[config.mk]
export PLATFORM = sky130hd
export DESIGN_NAME = mfcc_frame_sequencer_flat
export DESIGN_NICKNAME = d
export VERILOG_FILES = /design/src/rtl/mfcc_pkg.sv /design/src/rtl/mfcc_frame_sequencer_if.sv /design/src/rtl/mfcc_frame_sequencer_watchdog.sv /design/src/rtl/mfcc_frame_sequencer.sv /design/src/flat_wrapper.sv
export SDC_FILE = /design/constraint.sdc
export NUM_CORES = 1
export LEC_CHECK = 0
export BUFFER_PORTS_ARGS = -buffer_cell sky130_fd_sc_hd__buf_2
export CAP_MARGIN = 20
export CORE_ASPECT_RATIO = 0.6
export CORE_UTILIZATION = 38
export CTS_CLUSTER_SIZE = 16
export DETAILED_ROUTE_END_ITERATION = 6
export GPL_TIMING_DRIVEN = 0
export HOLD_SLACK_MARGIN = 0.12
export PLACE_DENSITY = 0.69
export SETUP_SLACK_MARGIN = 0.02
export SYNTH_ARGS = -nofsm -noshare
export SYNTH_HDL_FRONTEND = slang
export SYNTH_SLANG_ARGS = --single-unit
[constraint.sdc]
create_clock -name clk -period 2.35 [get_ports clk]
set_input_delay 0.235 -clock clk [delete_from_list [all_inputs] [get_ports clk]]
set_output_delay 0.235 -clock clk [all_outputs]
set_load 0.03 [all_outputs]
[src/rtl/mfcc_pkg.sv]
// Shared types and constants for the MFCC frame sequencer.
// State encoding, watchdog default and overrun counter limits.
package mfcc_pkg;

  typedef enum logic [2:0] {
    S_IDLE      = 3'd0,
    S_WAIT_WIN  = 3'd1,
    S_HAMMING   = 3'd2,
    S_WAIT_SINK = 3'd3,
    S_FFT       = 3'd4,
    S_MOVE      = 3'd5
  } seq_state_t;

  localparam int TIMEOUT_DEF = 4096;
  localparam int OVR_W       = 8;
  localparam logic [OVR_W-1:0] OVR_MAX = '1;

  function automatic logic in_stage(input seq_state_t s);
    return (s == S_HAMMING) || (s == S_FFT);
  endfunction

endpackage

[src/rtl/mfcc_frame_sequencer_if.sv]
// Stage handshake bundle between the sequencer and the
// window buffer, Hamming, FFT and power-spectrum sink.
interface mfcc_frame_sequencer_if;

  logic window_ready_i;
  logic hamming_start_o;
  logic hamming_done_i;
  logic sink_ready_i;
  logic fft_start_o;
  logic fft_done_i;
  logic start_move_o;

  modport master (
    input  window_ready_i,
    input  hamming_done_i,
    input  sink_ready_i,
    input  fft_done_i,
    output hamming_start_o,
    output fft_start_o,
    output start_move_o
  );

  modport slave (
    output window_ready_i,
    output hamming_done_i,
    output sink_ready_i,
    output fft_done_i,
    input  hamming_start_o,
    input  fft_start_o,
    input  start_move_o
  );

endinterface

[src/rtl/mfcc_frame_sequencer_watchdog.sv]
// Per-stage watchdog: cleared on stage entry, counts while the
// stage runs, flags expiry when it sits at TIMEOUT-1.
module seq_watchdog
  import mfcc_pkg::*;
#(
  parameter int TIMEOUT = TIMEOUT_DEF
) (
  input  logic clk,
  input  logic rst_n,
  input  logic i_clear,
  input  logic i_run,
  output logic o_expire
);

  localparam int CW = (TIMEOUT < 2) ? 1 : $clog2(TIMEOUT);
  localparam logic [CW-1:0] LIM = CW'(TIMEOUT - 1);

  logic [CW-1:0] r_cnt;

  always_ff @(posedge clk or negedge rst_n) begin
    if (!rst_n) begin
      r_cnt <= '0;
    end else if (i_clear) begin
      r_cnt <= '0;
    end else if (i_run && (r_cnt != LIM)) begin
      r_cnt <= r_cnt + CW'(1);
    end
  end

  assign o_expire = i_run && (r_cnt == LIM);

endmodule

[src/rtl/mfcc_frame_sequencer.sv]
// Frame sequencer: window -> Hamming -> FFT -> slide, with
// per-stage watchdog, overrun counting and sticky error.
module mfcc_frame_sequencer
  import mfcc_pkg::*;
#(
  parameter int TIMEOUT   = TIMEOUT_DEF,
  parameter int CNT_WIDTH = 16
) (
  input  logic                 clk,
  input  logic                 rst_n,
  input  logic                 enable_i,
  input  logic                 clear_err_i,
  mfcc_frame_sequencer_if.master frm,
  output logic [CNT_WIDTH-1:0] frame_count_o,
  output logic [OVR_W-1:0]     overrun_count_o,
  output logic                 busy_o,
  output logic                 error_o
);

  seq_state_t r_state;
  seq_state_t w_nstate;

  logic r_ham_start;
  logic r_fft_start;
  logic r_move;
  logic r_busy;
  logic r_err;
  logic [CNT_WIDTH-1:0] r_frames;
  logic [OVR_W-1:0]     r_ovr;

  logic w_ham_go;
  logic w_fft_go;
  logic w_move_go;
  logic w_err_set;
  logic w_ovr_hit;
  logic w_wd_clr;
  logic w_wd_exp;

  seq_watchdog #(
    .TIMEOUT (TIMEOUT)
  ) u_wd (
    .clk      (clk),
    .rst_n    (rst_n),
    .i_clear  (w_wd_clr),
    .i_run    (in_stage(r_state)),
    .o_expire (w_wd_exp)
  );

  always_comb begin
    w_nstate  = r_state;
    w_ham_go  = 1'b0;
    w_fft_go  = 1'b0;
    w_move_go = 1'b0;
    w_err_set = 1'b0;
    w_ovr_hit = 1'b0;
    w_wd_clr  = 1'b0;
    unique case (r_state)
      S_IDLE: begin
        if (enable_i && !r_err) w_nstate = S_WAIT_WIN;
      end
      S_WAIT_WIN: begin
        if (!enable_i) begin
          w_nstate = S_IDLE;
        end else if (frm.window_ready_i) begin
          w_nstate = S_HAMMING;
          w_ham_go = 1'b1;
          w_wd_clr = 1'b1;
        end
      end
      S_HAMMING: begin
        w_ovr_hit = frm.window_ready_i;
        // a done pulse coinciding with expiry still counts
        if (frm.hamming_done_i) begin
          if (frm.sink_ready_i) begin
            w_nstate = S_FFT;
            w_fft_go = 1'b1;
            w_wd_clr = 1'b1;
          end else begin
            w_nstate = S_WAIT_SINK;
          end
        end else if (w_wd_exp) begin
          w_nstate  = S_IDLE;
          w_err_set = 1'b1;
        end
      end
      S_WAIT_SINK: begin
        w_ovr_hit = frm.window_ready_i;
        if (frm.sink_ready_i) begin
          w_nstate = S_FFT;
          w_fft_go = 1'b1;
          w_wd_clr = 1'b1;
        end
      end
      S_FFT: begin
        w_ovr_hit = frm.window_ready_i;
        if (frm.fft_done_i) begin
          w_nstate  = S_MOVE;
          w_move_go = 1'b1;
        end else if (w_wd_exp) begin
          w_nstate  = S_IDLE;
          w_err_set = 1'b1;
        end
      end
      S_MOVE: begin
        w_ovr_hit = frm.window_ready_i;
        w_nstate  = enable_i ? S_WAIT_WIN : S_IDLE;
      end
      default: begin
        w_nstate = S_IDLE;
      end
    endcase
  end

  always_ff @(posedge clk or negedge rst_n) begin
    if (!rst_n) begin
      r_state     <= S_IDLE;
      r_ham_start <= 1'b0;
      r_fft_start <= 1'b0;
      r_move      <= 1'b0;
      r_busy      <= 1'b0;
      r_err       <= 1'b0;
      r_frames    <= '0;
      r_ovr       <= '0;
    end else begin
      r_state     <= w_nstate;
      r_ham_start <= w_ham_go;
      r_fft_start <= w_fft_go;
      r_move      <= w_move_go;
      r_busy      <= (w_nstate != S_IDLE);
      if (w_move_go) r_frames <= r_frames + 1'b1;
      if (clear_err_i) r_err <= 1'b0;
      else if (w_err_set) r_err <= 1'b1;
      if (clear_err_i) r_ovr <= '0;
      else if (w_ovr_hit && (r_ovr != OVR_MAX)) r_ovr <= r_ovr + 1'b1;
    end
  end

  assign frm.hamming_start_o = r_ham_start;
  assign frm.fft_start_o     = r_fft_start;
  assign frm.start_move_o    = r_move;
  assign frame_count_o       = r_frames;
  assign overrun_count_o     = r_ovr;
  assign busy_o              = r_busy;
  assign error_o             = r_err;

endmodule
[src/flat_wrapper.sv]
// flat-port wrapper written by rule: the top's interface ports become plain ports
module mfcc_frame_sequencer_flat import mfcc_pkg::*;
#(
  parameter int TIMEOUT   = TIMEOUT_DEF,
  parameter int CNT_WIDTH = 16
)
  (clk, rst_n, enable_i, clear_err_i, frame_count_o, overrun_count_o, busy_o, error_o, frm_window_ready_i, frm_hamming_done_i, frm_sink_ready_i, frm_fft_done_i, frm_hamming_start_o, frm_fft_start_o, frm_start_move_o);
  mfcc_frame_sequencer_if frm_i ();
  input  logic clk;
  input  logic rst_n;
  input  logic enable_i;
  input  logic clear_err_i;
  output logic [CNT_WIDTH-1:0] frame_count_o;
  output logic [OVR_W-1:0] overrun_count_o;
  output logic busy_o;
  output logic error_o;
  input wire logic [$bits(frm_i.window_ready_i)-1:0] frm_window_ready_i;
  input wire logic [$bits(frm_i.hamming_done_i)-1:0] frm_hamming_done_i;
  input wire logic [$bits(frm_i.sink_ready_i)-1:0] frm_sink_ready_i;
  input wire logic [$bits(frm_i.fft_done_i)-1:0] frm_fft_done_i;
  output wire logic [$bits(frm_i.hamming_start_o)-1:0] frm_hamming_start_o;
  output wire logic [$bits(frm_i.fft_start_o)-1:0] frm_fft_start_o;
  output wire logic [$bits(frm_i.start_move_o)-1:0] frm_start_move_o;
  assign frm_i.window_ready_i = frm_window_ready_i;
  assign frm_i.hamming_done_i = frm_hamming_done_i;
  assign frm_i.sink_ready_i = frm_sink_ready_i;
  assign frm_i.fft_done_i = frm_fft_done_i;
  assign frm_hamming_start_o = frm_i.hamming_start_o;
  assign frm_fft_start_o = frm_i.fft_start_o;
  assign frm_start_move_o = frm_i.start_move_o;
  mfcc_frame_sequencer #(.TIMEOUT(TIMEOUT), .CNT_WIDTH(CNT_WIDTH)) u_core (.clk(clk), .rst_n(rst_n), .enable_i(enable_i), .clear_err_i(clear_err_i), .frm(frm_i), .frame_count_o(frame_count_o), .overrun_count_o(overrun_count_o), .busy_o(busy_o), .error_o(error_o));
endmodule
==> summary.md <==
| Metric | Value |
|---|---|
| Post-Syn Area | `between 2000 and 2500 um2` |
| Final Cell Area | `2550 um2` |
| Final worst slack | `between 0.3 and 0.4 ns` |
| CTS Buffer Depth | `2` |
| Root Driver | `clkbuf_8` |
| Maxcap violations | `0` |
| Dominant cells by area after synthesis | `dfrtp_1 51%, a21oi_1 4.2%, xnor2_1 4.0%` |
| Largest area contributor in the netlist | `dfrtp_1` |
| Final min period | `roughly 2 ns` |
| Syn Nets | `220` |
| Synth top cells by count | `44 x dfrtp_1, 18 x a21oi_1, 14 x nand2_1` |
| Syn. warnings | `0` |
| Synth cell types | `41` |
| Antenna-violating nets left | `0` |
| Xor/xnor share of the synthesized area | `7.22%` |
| Sequential share of the synthesized area | `50.8%` |
| Worst Path Max Fanout | `4` |
| DP Wirelength | `3400 um` |
| FF-to-FF path depth | `5` |
| Initial antenna violation count | `0` |
| Buffers added on ports | `35` |
| Combinational Power Share | `28.8%` |
| Routability cong. | `0.876` |
| ANT cells | `0` |
| Largest family of logic cells by synthesized area | `simple AND/OR/NAND/NOR gates` |
| Core area | `around 5300 um2` |
| # hold bufs at CTS | `0` |
| Total track usage | `17.7%` |
| Synthesis-to-finish area growth | `17.8%` |
| Pre-CTS setup slack | `0.351 ns` |
| Simple-gate share of the synthesized area | `23.7%` |
| Final net count | `262` |
| Clock share of power | `27.1%` |
| Period utilization | `86.2%` |
| Asr flop ratio synth | `100%` |
| Post-Place Cell Area | `2440 um2` |
| Status | `finished clean` |
| DRT iter0 DRCs | `106` |
| Die width | `slightly below 100 um` |
| Sink Count | `between 40 and 50` |
| Fmax | `0.494 GHz` |
| Sw Ratio | `36.3%` |
| Count leader, synth | `dfrtp_1` |
| EDFF count, synth | `0` |
| Num CTS Buffers | `5` |
| CTS resizes | `0` |
| Worst slew margin | `34.2%` |
| Crit-path slowest cell | `or4b_1` |
| Worst r2r src | `u_core.u_wd.r_cnt[0]` |
| GR Overflow Total | `0` |
| Multiplexer share of the synthesized area | `0.982%` |
| R2R Setup Slk | `0.32 ns` |
| Initial Util | `41.0%` |
| CTS clk-pin slew, worst paths | `approximately 0.090 ns` |
| CTS tree | `built` |
| P_sw | `809 uW` |
| Max-slew violations | `0` |
| Arr. time, crit path | `about 2.2 ns` |
| FP Rows | `20` |
| R2R Path End | `u_core.busy_o` |
| Hold Path Class | `primary input to asynchronous set/reset pin` |
| Tot Pwr | `2230 uW` |
| Die Area | `6020 um2` |
| First drt pass iteration count | `4` |
| Register share of total power | `44.1%` |
| Vias/cell | `between 5 and 6` |
| Max incr delay on CP | `0.53 ns` |
| Power density over cell area | `872 nW/um2` |
| Worst setup SP type | `register` |
| Final hold vios | `0` |
| Post-synthesis instance total | `209` |
| Peak VDD IR | `~0.58 mV` |
| Tightest Pin Transition | `0.987 ns` |
| Post-CTS setup buffer count | `0` |
| CP Class | `register to register` |
| Vias in the first global route | `1635` |
| FILL cells | `~500` |
| Worst path required time | `2.53 ns` |
| Worst Setup End Kind | `register` |
| Post-Synth Adder-Cell Area | `1.73%` |
| First-pass GRT wire length | `about 8100 um` |
| Largest net degree at the start of global routing | `45` |
| Layout Skew | `0.00286 ns` |
| RSZ-0062 raised after global routing | `false` |
| FF+latch count, synth | `44` |
| I/O pin total | `37` |
| Wirelength per Cell | `14.5 um` |
| Clock Latency Late Sink | `0.30 ns` |
| Synth Flop Type | `dfrtp_1` |
| DRC | `0` |
| Die Span Y | `60.5 um` |
| Avg Cell Area, Syn | `10.4 um2` |
| Top cell type's share of synthesized area | `50.8%` |
| Final core utilization | `48.4%` |
| Final setup viols | `0` |
| Htree depth | `2` |
| Layout cells sized above 1 | `21.4%` |
| Cell-internal power | `1420 uW` |
| Setup tns final | `0 ns` |
| Compound-Gate Fraction of Synth Area | `12.8%` |
| Via Count | `1751` |
| DRT Wirelength | `4760 um` |
| Cell leakage power | `between 0.001 and 0.0015 uW` |
| Worst path cell trace | `ha_1 -> and3_1 -> nand4_2 -> a311o_1 -> or4b_1` |
==> power by group through the flow <==
stage	clock network (uW)	logic, uW	registers [uW]
after CTS	618	644	981
after detailed placement	0	642	995
final	604	641	982
after floorplan	0	375	1070
after global routing	643	712	1000
after global placement	0	633	990
==> sequential cells by signal (all words and copies together) (netlist names) <==
name,flops
u_core.u_wd.r_cnt,12
u_core.error_o,1
u_core.r_state,3
u_core.frm.hamming_start_o,1
u_core.frm.start_move_o,1
u_core.busy_o,1
u_core.overrun_count_o,8
u_core.frame_count_o,16
u_core.frm.fft_start_o,1
==> how the worst max path moves through the flow <==
stage                                    start              endpoint  slack, ns  depth (start not counted)
final                     u_core.u_wd.r_cnt[0]         u_core.busy_o       0.32                          5
after global routing      u_core.u_wd.r_cnt[0]  u_core.u_wd.r_cnt[5]       0.24                          6
after CTS                 u_core.u_wd.r_cnt[0]         u_core.busy_o       0.34                          5
after detailed placement  u_core.u_wd.r_cnt[0]         u_core.busy_o       0.35                          5
after global placement    u_core.u_wd.r_cnt[0]         u_core.busy_o       0.37                          5
after floorplan           u_core.u_wd.r_cnt[0]  u_core.u_wd.r_cnt[5]       0.55                          6
==> cell families (layout without fill, tap and decap cells) <==
| group | Yosys count | in the layout |
|---|---|---|
| buffers and inverters | 13 | 56 |
| adders and majority gates | 3 | 3 |
| and+or+nand+nor | 86 | 86 |
| AOI/OAI and AO/OA | 44 | 44 |
| DFF | 44 | 44 |
| xor gates and xnor gates | 17 | 17 |
| muxes | 2 | 2 |
==> cell type report <==
class | count | area (um2) | share of cell area, %
Sequential cell | 44 | 1100 | 43.1
Multi-Input combinational cell | 152 | 1010 | 39.4
Timing Repair Buffer | 35 | 175 | 6.86
Tap cell | 77 | 96.3 | 3.77
Clock buffer | 5 | 68.8 | 2.69
Clock inverter | 3 | 46.3 | 1.81
Buffer | 7 | 37.5 | 1.47
Inverter | 6 | 22.5 | 0.882
==> metrics by stage <==
step                std cells  hold WS, ns
floorplan                 209      -0.0606
global placement          321        0.451
detailed placement        321        0.453
CTS                       329        0.121
global route              329        0.162
finish                    329       0.0944
==> worst max-delay path, delay by kind of cell, from the launching register on <==
kind	cells	cell delay [ns]
and+or+nand+nor	3	0.93
DFF	1	0.38
AOI/OAI and AO/OA	1	0.37
adders and majority gates	1	0.22
==> cells in the final DEF (no fill, tap or decap), types with 2 or more instances in the layout <==
cell type  count
o31ai_1       11
nand3_1       11
and4_4         2
ha_1           3
inv_1          6
or3_1          8
nor2b_1        2
nor3_1         2
nand2_1       14
xnor2_1       10
or4_1          9
dfrtp_1       44
nor2_1         7
nand4_1        9
clkbuf_8       5
a21oi_1       18
and3_1         5
and2_1         5
and4_1         3
o21ai_0        7
buf_2         38
o211ai_1       2
clkbuf_1       2
xor2_1         6
nand2b_1       2
a311o_1        2
==> metal layers <==
layer / part of all wire, % / up-vias / wire [um] / global-route usage (%)
li1: - / 859 / - / -
met1: 56 / 848 / 2670 / 27.2
met2: 40 / 36 / 1890 / 24.6
met3: 2.9 / 8 / 138 / 3.46
met4: 1.4 / 0 / 68 / 6.30
met5: 0 / - / 0 / 0
(Power assumes the default switching activity.)
